--- src/rtl/y86_inst_loader_pkg.sv ---
// Shared types and Y86-64 instruction codes for the instruction loader.
package y86_inst_loader_pkg;

    // Y86-64 instruction codes, matching the fetch stage's decoding.
    localparam logic [3:0] IHALT   = 4'h0;
    localparam logic [3:0] INOP    = 4'h1;
    localparam logic [3:0] IRRMOVQ = 4'h2;
    localparam logic [3:0] IIRMOVQ = 4'h3;
    localparam logic [3:0] IRMMOVQ = 4'h4;
    localparam logic [3:0] IMRMOVQ = 4'h5;
    localparam logic [3:0] IOPQ    = 4'h6;
    localparam logic [3:0] IJXX    = 4'h7;
    localparam logic [3:0] ICALL   = 4'h8;
    localparam logic [3:0] IRET    = 4'h9;
    localparam logic [3:0] IPUSHQ  = 4'hA;
    localparam logic [3:0] IPOPQ   = 4'hB;

    typedef enum logic {
        IDLE,
        EMIT
    } loaderState;

    // One decoded instruction as presented on the loader's input.
    typedef struct packed {
        logic [3:0]  icode;
        logic [3:0]  ifun;
        logic [3:0]  rA;
        logic [3:0]  rB;
        logic [63:0] valC;
    } instFields;

endpackage

--- src/rtl/y86_inst_loader_if.sv ---
// Instruction handshake and byte-wide memory write bus of the loader.
interface y86_inst_loader_if #(
    parameter int ADDR_W = 64
);
    logic              restart_i;
    logic              in_valid_i;
    logic              in_ready_o;
    logic [3:0]        icode_i;
    logic [3:0]        ifun_i;
    logic [3:0]        rA_i;
    logic [3:0]        rB_i;
    logic [63:0]       valC_i;
    logic              mem_we_o;
    logic [ADDR_W-1:0] mem_addr_o;
    logic [7:0]        mem_wdata_o;
    logic [ADDR_W-1:0] wr_ptr_o;
    logic [15:0]       inst_count_o;
    logic              busy_o;
    logic              err_o;

    // Instruction producer / memory observer side.
    modport master (
        output restart_i, in_valid_i, icode_i, ifun_i, rA_i, rB_i, valC_i,
        input  in_ready_o, mem_we_o, mem_addr_o, mem_wdata_o,
        input  wr_ptr_o, inst_count_o, busy_o, err_o
    );

    // Loader side.
    modport slave (
        input  restart_i, in_valid_i, icode_i, ifun_i, rA_i, rB_i, valC_i,
        output in_ready_o, mem_we_o, mem_addr_o, mem_wdata_o,
        output wr_ptr_o, inst_count_o, busy_o, err_o
    );
endinterface

--- src/rtl/y86_inst_loader_len.sv ---
// Y86-64 instruction length decoder: icode -> byte length, 0 for an invalid code.
module y86_inst_len
    import y86_inst_loader_pkg::*;
(
    input  logic [3:0] icode,
    output logic [3:0] instLen
);

    // Length lookup by instruction class.
    always_comb begin
        // NOTE: default assignment first so every path drives instLen and no latch is inferred.
        instLen = 4'd0;
        case (icode)
            IHALT, INOP, IRET:             instLen = 4'd1;
            IRRMOVQ, IOPQ, IPUSHQ, IPOPQ:  instLen = 4'd2;
            IJXX, ICALL:                   instLen = 4'd9;
            IIRMOVQ, IRMMOVQ, IMRMOVQ:     instLen = 4'd10;
            default:                       instLen = 4'd0;
        endcase
    end

endmodule

--- src/rtl/y86_inst_loader.sv ---
// Byte-serial Y86-64 instruction encoder writing one byte per cycle into program RAM.
module y86_inst_loader
    import y86_inst_loader_pkg::*;
#(
    parameter int                MEM_SIZE  = 1024,
    parameter int                ADDR_W    = 64,
    parameter logic [ADDR_W-1:0] BASE_ADDR = '0
) (
    input logic              clk_i,
    input logic              rst_i,
    y86_inst_loader_if.slave bus
);

    loaderState        state, nextState;
    instFields         inFields, instQ, selInst;
    logic [3:0]        newLen, lenQ, selLen;
    logic [3:0]        byteIdx, idxD, selIdx;
    logic [2:0]        valOff;
    logic [7:0]        byteMux;
    logic [ADDR_W:0]   endSum;
    logic              fits, accept, take, rejectNow, lastByte;

    logic              weQ, readyQ, busyQ, errQ;
    logic              weD, readyD, busyD, errD;
    logic [ADDR_W-1:0] addrQ, ptrQ, addrD, ptrD;
    logic [7:0]        dataQ, dataD;
    logic [15:0]       countQ, countD;

    y86_inst_len u_len (
        .icode   (bus.icode_i),
        .instLen (newLen)
    );

    assign inFields  = {bus.icode_i, bus.ifun_i, bus.rA_i, bus.rB_i, bus.valC_i};
    // The end address needs one extra bit so a pointer near the top cannot wrap past the check.
    assign endSum    = {1'b0, ptrQ} + (ADDR_W+1)'(newLen);
    assign fits      = (newLen != 4'd0) && (endSum <= (ADDR_W+1)'(MEM_SIZE));
    assign accept    = bus.in_valid_i & readyQ;
    assign take      = accept & fits & ~bus.restart_i;
    assign rejectNow = accept & ~fits & ~bus.restart_i;
    assign lastByte  = (state == EMIT) && (byteIdx == 4'(lenQ - 4'd1));

    // State register.
    always_ff @(posedge clk_i) begin
        // NOTE: sequential state uses non-blocking assignments so all registers update from pre-edge values.
        if (rst_i) state <= IDLE;
        else       state <= nextState;
    end

    // Next-state logic; restart abandons any emission.
    always_comb begin
        nextState = state;
        case (state)
            IDLE:    if (take) nextState = EMIT;
            EMIT:    if (lastByte) nextState = IDLE;
            default: nextState = IDLE;
        endcase
        if (bus.restart_i) nextState = IDLE;
    end

    // Byte mux: byte 0 comes straight from the inputs on accept, later bytes from the latched fields.
    always_comb begin
        selInst = (state == IDLE) ? inFields : instQ;
        selLen  = (state == IDLE) ? newLen : lenQ;
        selIdx  = (state == IDLE) ? 4'd0 : 4'(byteIdx + 4'd1);
        valOff  = 3'(selIdx - ((selLen == 4'd10) ? 4'd2 : 4'd1));
        if (selIdx == 4'd0)
            byteMux = {selInst.icode, selInst.ifun};
        else if (selIdx == 4'd1 && selLen != 4'd9)
            byteMux = {selInst.rA, selInst.rB};
        else
            byteMux = 8'(selInst.valC >> {valOff, 3'b000});
    end

    // Output logic: next values of the registered outputs.
    always_comb begin
        weD    = 1'b0;
        addrD  = addrQ;
        dataD  = dataQ;
        readyD = readyQ;
        busyD  = busyQ;
        errD   = 1'b0;
        ptrD   = ptrQ;
        countD = countQ;
        idxD   = byteIdx;
        if (bus.restart_i) begin
            readyD = 1'b1;
            busyD  = 1'b0;
            ptrD   = BASE_ADDR;
            countD = 16'd0;
        end else if (state == IDLE) begin
            if (take) begin
                weD    = 1'b1;
                addrD  = ptrQ;
                dataD  = byteMux;
                readyD = 1'b0;
                busyD  = 1'b1;
                idxD   = 4'd0;
            end else if (rejectNow) begin
                errD = 1'b1;
            end
        end else if (lastByte) begin
            readyD = 1'b1;
            busyD  = 1'b0;
            ptrD   = ptrQ + ADDR_W'(lenQ);
            countD = countQ + 16'd1;
        end else begin
            weD   = 1'b1;
            idxD  = 4'(byteIdx + 4'd1);
            addrD = ptrQ + ADDR_W'(idxD);
            dataD = byteMux;
        end
    end

    // Output and pointer registers.
    always_ff @(posedge clk_i) begin
        if (rst_i) begin
            weQ     <= 1'b0;
            addrQ   <= BASE_ADDR;
            dataQ   <= 8'd0;
            readyQ  <= 1'b1;
            busyQ   <= 1'b0;
            errQ    <= 1'b0;
            ptrQ    <= BASE_ADDR;
            countQ  <= 16'd0;
            byteIdx <= 4'd0;
        end else begin
            weQ     <= weD;
            addrQ   <= addrD;
            dataQ   <= dataD;
            readyQ  <= readyD;
            busyQ   <= busyD;
            errQ    <= errD;
            ptrQ    <= ptrD;
            countQ  <= countD;
            byteIdx <= idxD;
        end
    end

    // Instruction field capture on accept.
    always_ff @(posedge clk_i) begin
        // NOTE: captured fields carry no reset; they are only read after an accept has loaded them.
        if (take) begin
            instQ <= inFields;
            lenQ  <= newLen;
        end
    end

    assign bus.in_ready_o   = readyQ;
    assign bus.mem_we_o     = weQ;
    assign bus.mem_addr_o   = addrQ;
    assign bus.mem_wdata_o  = dataQ;
    assign bus.wr_ptr_o     = ptrQ;
    assign bus.inst_count_o = countQ;
    assign bus.busy_o       = busyQ;
    assign bus.err_o        = errQ;

endmodule

--- src/flat_wrapper.sv ---
// flat-port wrapper written by rule: the top's interface ports become plain ports
module y86_inst_loader_flat import y86_inst_loader_pkg::*;
#(
    parameter int                MEM_SIZE  = 1024,
    parameter int                ADDR_W    = 64,
    parameter logic [ADDR_W-1:0] BASE_ADDR = '0
)
  (clk_i, rst_i, bus_restart_i, bus_in_valid_i, bus_icode_i, bus_ifun_i, bus_rA_i, bus_rB_i, bus_valC_i, bus_in_ready_o, bus_mem_we_o, bus_mem_addr_o, bus_mem_wdata_o, bus_wr_ptr_o, bus_inst_count_o, bus_busy_o, bus_err_o);
  y86_inst_loader_if #(.ADDR_W(ADDR_W)) bus_i ();
  input logic clk_i;
  input logic rst_i;
  input wire logic [$bits(bus_i.restart_i)-1:0] bus_restart_i;
  input wire logic [$bits(bus_i.in_valid_i)-1:0] bus_in_valid_i;
  input wire logic [$bits(bus_i.icode_i)-1:0] bus_icode_i;
  input wire logic [$bits(bus_i.ifun_i)-1:0] bus_ifun_i;
  input wire logic [$bits(bus_i.rA_i)-1:0] bus_rA_i;
  input wire logic [$bits(bus_i.rB_i)-1:0] bus_rB_i;
  input wire logic [$bits(bus_i.valC_i)-1:0] bus_valC_i;
  output wire logic [$bits(bus_i.in_ready_o)-1:0] bus_in_ready_o;
  output wire logic [$bits(bus_i.mem_we_o)-1:0] bus_mem_we_o;
  output wire logic [$bits(bus_i.mem_addr_o)-1:0] bus_mem_addr_o;
  output wire logic [$bits(bus_i.mem_wdata_o)-1:0] bus_mem_wdata_o;
  output wire logic [$bits(bus_i.wr_ptr_o)-1:0] bus_wr_ptr_o;
  output wire logic [$bits(bus_i.inst_count_o)-1:0] bus_inst_count_o;
  output wire logic [$bits(bus_i.busy_o)-1:0] bus_busy_o;
  output wire logic [$bits(bus_i.err_o)-1:0] bus_err_o;
  assign bus_i.restart_i = bus_restart_i;
  assign bus_i.in_valid_i = bus_in_valid_i;
  assign bus_i.icode_i = bus_icode_i;
  assign bus_i.ifun_i = bus_ifun_i;
  assign bus_i.rA_i = bus_rA_i;
  assign bus_i.rB_i = bus_rB_i;
  assign bus_i.valC_i = bus_valC_i;
  assign bus_in_ready_o = bus_i.in_ready_o;
  assign bus_mem_we_o = bus_i.mem_we_o;
  assign bus_mem_addr_o = bus_i.mem_addr_o;
  assign bus_mem_wdata_o = bus_i.mem_wdata_o;
  assign bus_wr_ptr_o = bus_i.wr_ptr_o;
  assign bus_inst_count_o = bus_i.inst_count_o;
  assign bus_busy_o = bus_i.busy_o;
  assign bus_err_o = bus_i.err_o;
  y86_inst_loader #(.MEM_SIZE(MEM_SIZE), .ADDR_W(ADDR_W), .BASE_ADDR(BASE_ADDR)) u_core (.clk_i(clk_i), .rst_i(rst_i), .bus(bus_i));
endmodule
--- config.mk ---
export PLATFORM = sky130hd
export DESIGN_NAME = y86_inst_loader_flat
export DESIGN_NICKNAME = d
export VERILOG_FILES = /design/src/rtl/y86_inst_loader_pkg.sv /design/src/rtl/y86_inst_loader_if.sv /design/src/rtl/y86_inst_loader_len.sv /design/src/rtl/y86_inst_loader.sv /design/src/flat_wrapper.sv
export SDC_FILE = /design/constraint.sdc
export NUM_CORES = 1
export LEC_CHECK = 0
export ABC_CLOCK_PERIOD_IN_PS = 31500
export CAP_MARGIN = 20
export CORE_UTILIZATION = 25
export DETAILED_ROUTE_END_ITERATION = 8
export PLACE_DENSITY = 0.4
export SLEW_MARGIN = 20
export SYNTH_ARGS = -nofsm -noshare
export SYNTH_HDL_FRONTEND = slang
export SYNTH_HIERARCHICAL = 1
export SYNTH_SLANG_ARGS = --single-unit
--- constraint.sdc ---
create_clock -name clk_i -period 31.5 [get_ports clk_i]
set_input_delay 3.15 -clock clk_i [delete_from_list [all_inputs] [get_ports clk_i]]
set_output_delay 3.15 -clock clk_i [all_outputs]
set_load 0.05 [all_outputs]
Yosys cells after proc, flatten, opt, wreduce, memory -nomap -nowiden --
Memory sizes are Yosys's and may differ from the RTL's. Cells that the tools add are included.
Storage, ports and cells: register bits 245, ROM bits 48, bits of input ports 84, output and inout port bits 156, memories 1
Cells by class: $add $sub $neg 7, $lt $le $gt $ge 1, equality and inequality tests 6, shift operators 1, muxes and demuxes 26, bitwise gates (word level) 8, reductions and logical operators 11
Memories:
- (name not given) | words 16, width 3, rd ports 1, clocked after memory_dff 0, write ports 0, RTL line y86_inst_loader_len.sv:13 | case (icode)
Operator list (count):
- 2-to-1 mux 64 bit | 3
- adder 64 x 4 -> 64 bit | 2
- 2-to-1 mux 80 bit | 1
- adder 64 x 4 -> 65 bit | 1
- less-or-equal comparator 65 x 11 -> 1 bit, second input constant | 1
- right shift 64 x 6 -> 8 bit | 1
- 2-to-1 mux 8 bit | 5
- 2-to-1 mux 4 bit | 5
- adder 16 x 1 -> 16 bit, second input constant | 1
- 2-to-1 mux 1 bit | 10
- bitwise AND 1 bit | 5
- adder 4 x 1 -> 4 bit, second input constant | 1
- equality test 4 x 1 -> 1 bit, second input constant | 1
- equality test 4 bit | 1
- equality test 4 bit, second input constant | 1
- logical NOT 4 bit | 1
- != test 2 bit, second input constant | 2
- != test 4 bit, second input constant | 1
- AND reduction 2 bit | 2
- nonzero test 4 bit | 1
- OR reduction 4 bit | 1
- subtractor 4 x 1 -> 4 bit, second input constant | 1
- logical AND 1 bit | 3
- inverter 1 bit | 3
- other kinds (6) | 6

Depth between registers and ports, before layout --
An unclocked memory read counts as a cell.
depth after elaboration 10, mapped depth 17, mapped depth without buffers 14

Cells and area by module --
The synthesis kept the hierarchy.
Modules (own cells, without submodules):
- y86_inst_loader | instances 1, cells each 1581, area each 14797.9 um^2, sequential area each 5725.5 um^2
- y86_inst_len | instances 1, cells each 10, area each 76.3 um^2, sequential area each 0.0 um^2

Least setup slack after synthesis --
OpenSTA, ideal clock, no wires.
kind input to register, from in bus_icode_i[2], to reg u_core/instQ[0] in the netlist's numbering (enable), setup time 0.631 ns, data arrival time 12.398 ns, required time 30.869 ns, slack 18.471 ns, cell stages on the path 12, path buffers 0, cell sequence or4b_1 o211ai_2 ha_1 a211oi_1 or4_1 or4b_1 a21oi_1 nand3_1 or4_1 or4_1 or4_1 nor3_1
On the way: longest elaborated chain between the ends 6, elaborated cells between the ends (all ways) 7, classes of those cells add/sub (1); order compare (1); bitwise (2); reduce/logical (2); memory (1)
Ends and longest elaborated chain:
- from (decl) | RTL line flat_wrapper.sv:14 | input wire logic [$bits(bus_i.icode_i)-1:0] bus_icode_i;
- memory read (16 x 3 bit) *
- named net u_core.newLen[3] | RTL line y86_inst_loader.sv:16 | logic [3:0] newLen, lenQ, selLen;
- adder 64 x 4 -> 65 bit | RTL line y86_inst_loader.sv:36 | assign endSum = {1'b0, ptrQ} + (ADDR_W+1)'(newLen);
- less-or-equal comparator 65 x 11 -> 1 bit | RTL line y86_inst_loader.sv:37 | assign fits = (newLen != 4'd0) && (endSum <= (ADDR_W+1)'(MEM_SIZE));
- logical AND 1 bit * | RTL line y86_inst_loader.sv:37
- bitwise AND 1 bit * (2 in a row) | RTL line y86_inst_loader.sv:39 | assign take = accept & fits & ~bus.restart_i;
- named net u_core.take | RTL line y86_inst_loader.sv:21 | logic fits, accept, take, rejectNow, lastByte;
- to (signal assigned) | RTL line y86_inst_loader.sv:144 | instQ <= inFields;
- to (decl) | RTL line y86_inst_loader.sv:15 | instFields inFields, instQ, selInst;
Mark *: on every way through the listed nets, which the timed path passes. The rest lies on a longest branch. A chain may end at the register's enable or synchronous reset.

Worst setup path after layout --
from in bus_icode_i[2], to reg u_core/instQ[73] in the netlist's numbering (enable)
The elaborated chain is that of the path after synthesis.

==> results.md <==
- Slew margin rel.: 31.6%
- Final core occ: 32.2%
- RD Place Congestion: 0.959
- Syn Nets: 1695
- Cell count after synthesis: 1591
- Highest Clock Rate: 0.104 GHz
- Post-synth top flop: dfxtp_1
- WL/cell: 26.8 um
- Hold crit path type: reg -> reg
- CTS Buf Count: 35
- Largest net degree at the start of global routing: 77
- Setup WS pre-CTS: 21.38 ns
- Pwr Density: 41.5 nW/um^2
- Status: finished clean
- CTS hold repair buffers: 0
- Final worst path period share: 30.4%
- Area grow syn2layout: 27.7%
- Max rail drop VDD: 38.6 uV
- Max-cap viol count: 0
- DRT antenna net count: 0
- CP startpoint: bus_icode_i[2]
- Post-synthesis sequential area ratio: 38.5%
- EDFF count, synth: 84
- Share of layout cells above drive strength 1: 8.88%
- Arrival time worst endpoint: 9.75 ns
- PostCTS Resize Cnt: 0
- P_leak: 0.00601 uW
- Routed WL: 68500 um
- Max Slew Vio Count: 0
- Slew @ Worst Pin: 1.03 ns
- Minimum clock period: 9.58 ns
- RSZ-0062 raised after global routing: false
- Setup violators final: 0
- Dominant cell type by area after synthesis: dfxtp_1
- Fin Setup TNS: 0 ns
- Worst Setup Path Type: in -> reg
- Die X: 246 um
- CTS tree: done
- Initial Util: 25.3%
- Clock Sinks: 244
- DRC: 0
- Starting DRT DRC Count: 1049
- Crit end category: register
- Worst Path Required: 31.67 ns
- Diode count: 0
- Final Hold Fails: 0
- Final setup margin: 21.92 ns
- Synth warn: 6
- DR vias/cell: 5.40
- Clk_lat worst skew: 0.56 ns
- Top post-synthesis cells by area: dfxtp_1 22%, edfxtp_1 17%, mux4_2 6.1%, xnor2_1 5.2%, xor2_1 4.8%
- Root Driver: clkbuf_16
- # port buffers: 239
- Syn avg cell area: 9.35 sq um
- H-tree Lvls: 2
- Peak fanout along the critical path: 76
- Min-delay src: u_core/bus.mem_addr_o[61]
- Clock buffer depth: 3
- First-pass GRT wire length: 98000 um
- Synth Cell Area: 14900 sq um
- Flip-flop and latch count after synthesis: 244
- Async S/R FF share, synth: 0%
- Skew final: 0.0222 ns
- # rows: 89
- Core ar.: 58900 sq um
- Vias in the first global route: 13500
- Yosys top cell area share: 21.5%
- Via count: 13800
- # Post-CTS Setup Buffers: 0
- Initial antenna violation count: 3
- Nets: 1859
- # IOs: 240
- 1st-pass router iterations: 7
- CP Launch Type: input pin
- GR Overflow Total: 0
- Die Ht: 246 um
- Worst r2r src: u_core/bus.wr_ptr_o[43]
- Clock-pin slew on the worst setup and hold paths: 0.06 ns
- DP HPWL: 50600 um
- All-Layer GR Usage: 22.2%
- Yosys cell types: 80
- Die area: 60500 sq um
stage by stage:
stage                     instance area (sq um)  hold slack, ns  instances  total power, uW
after floorplan                           14900           0.546       1591              384
after global placement                    17900           0.471       2490              412
after detailed placement                  17900           0.474       2490              412
after CTS                                 19000           0.482       2552              801
after global routing                      19000           0.499       2553              817
final                                     19000           0.478       2553              788
report_power, final:
group | internal (uW) | switching [uW] | total (uW) | leakage, uW
logic | 28.5 | 39.3 | 67.8 | 0.00340
registers | 334 | 3.79 | 338 | 0.00207
clock network | 224 | 158 | 383 | 0.000541
total | 586 | 202 | 788 | 0.00601
registers in the layout, indices dropped and copies added, names as in the netlist:
name                     flops
u_core/bus.busy_o            1
u_core/state                 1
u_core/lenQ                  4
u_core/bus.inst_count_o     16
u_core/bus.mem_addr_o       64
u_core/byteIdx               4
u_core/bus.wr_ptr_o         64
u_core/bus.in_ready_o        1
u_core/instQ                80
u_core/bus.mem_wdata_o       8
u_core/bus.err_o             1
synth_stat cells, drive strengths merged, types with 7 or more instances:
cell type / instances
dfxtp: 160
nor2: 147
clkbuf: 100
nand2: 99
xnor2: 88
inv: 85
edfxtp: 84
xor2: 81
nand4: 75
o41ai: 54
nand3: 50
buf: 49
a32oi: 48
nor3: 47
nor4: 41
mux4: 40
a21oi: 31
o21ai: 27
or3: 21
and3: 18
a2111oi: 16
ha: 16
or4: 16
mux2i: 15
a211oi: 14
nor2b: 11
a311o: 10
and4: 10
a211o: 8
a32o: 8
a21o: 7
and2: 7
o211ai: 7
o32ai: 7
logic make-up after synthesis:
logic type,share of synthesized area (%)
buffers and inverters,6.49
flip-flops,38.5
multiplexers,7.22
XOR/XNOR,10.1
AND/OR/NAND/NOR,20.5
other,0.0252
AO/OA/AOI/OAI,15.2
adder cells (fa/ha/maj),1.88
critical path: stages:
cell and delay (ns):
clkdlybuf4s50_1 0.57, or2b_1 0.25, o22ai_1 0.45, ha_1 0.30
fa_1 0.25, a211oi_1 0.18, or4_1 0.65, or4b_1 0.59
a21oi_1 0.19, nand3_1 0.08, or4_1 0.42, or4_1 0.52
or4_1 0.45, nor3_2 0.71, buf_4 0.89
metal layers:
metal / share of wire [%] / vias to the layer above / global-route usage, %
li1: - / 6327 / -
met1: 42 / 6867 / 28.4
met2: 48 / 480 / 36.7
met3: 5.6 / 99 / 3.79
met4: 4.3 / 4 / 9.46
met5: 0.039 / - / 0
cell type report:
| class | instances | area, sq um |
|---|---|---|
| multi-input cells | 1113 | 8210 |
| flip-flops and latches | 244 | 5730 |
| inverters | 85 | 319 |
| clock inverters | 15 | 139 |
| clock buffers | 47 | 961 |
| fillers | 6098 | 39900 |
| repair buffers | 276 | 2670 |
| well taps | 773 | 967 |
final timing paths:
check / cells past startpoint / slack, ns / endpoint
worst min register to register: 2 / 0.48 / u_core/bus.mem_addr_o[61]
worst min-delay path: 2 / 0.48 / u_core/bus.mem_addr_o[61]
worst max register to register: 10 / 24.79 / u_core/instQ[73]
worst max-delay path: 15 / 21.92 / u_core/instQ[73]
layout by cell type (no fill, tap or decap), drive strengths merged, types with 8 or more instances in the layout:
| cell | synthesis | final |
|---|---|---|
| a21oi | 31 | 31 |
| a211o | 8 | 8 |
| nor2 | 147 | 147 |
| nor3 | 47 | 47 |
| mux2i | 15 | 15 |
| xnor2 | 88 | 88 |
| nor2b | 11 | 11 |
| nand3 | 50 | 50 |
| a311o | 10 | 10 |
| nand2 | 99 | 99 |
| nand4 | 75 | 75 |
| a32o | 8 | 8 |
| clkdlybuf4s50 | 0 | 238 |
| o41ai | 54 | 54 |
| and4 | 10 | 10 |
| ha | 16 | 16 |
| xor2 | 81 | 81 |
| and3 | 18 | 18 |
| a2111oi | 16 | 16 |
| or4 | 16 | 16 |
| clkbuf | 100 | 48 |
| buf | 49 | 37 |
| clkinv | 0 | 12 |
| a211oi | 14 | 14 |
| a32oi | 48 | 48 |
| o21ai | 27 | 27 |
| mux4 | 40 | 40 |
| nor4 | 41 | 41 |
| inv | 85 | 87 |
| or3 | 21 | 21 |
| dfxtp | 160 | 160 |
| edfxtp | 84 | 84 |
Note: power is estimated with default switching activity, not from simulation.
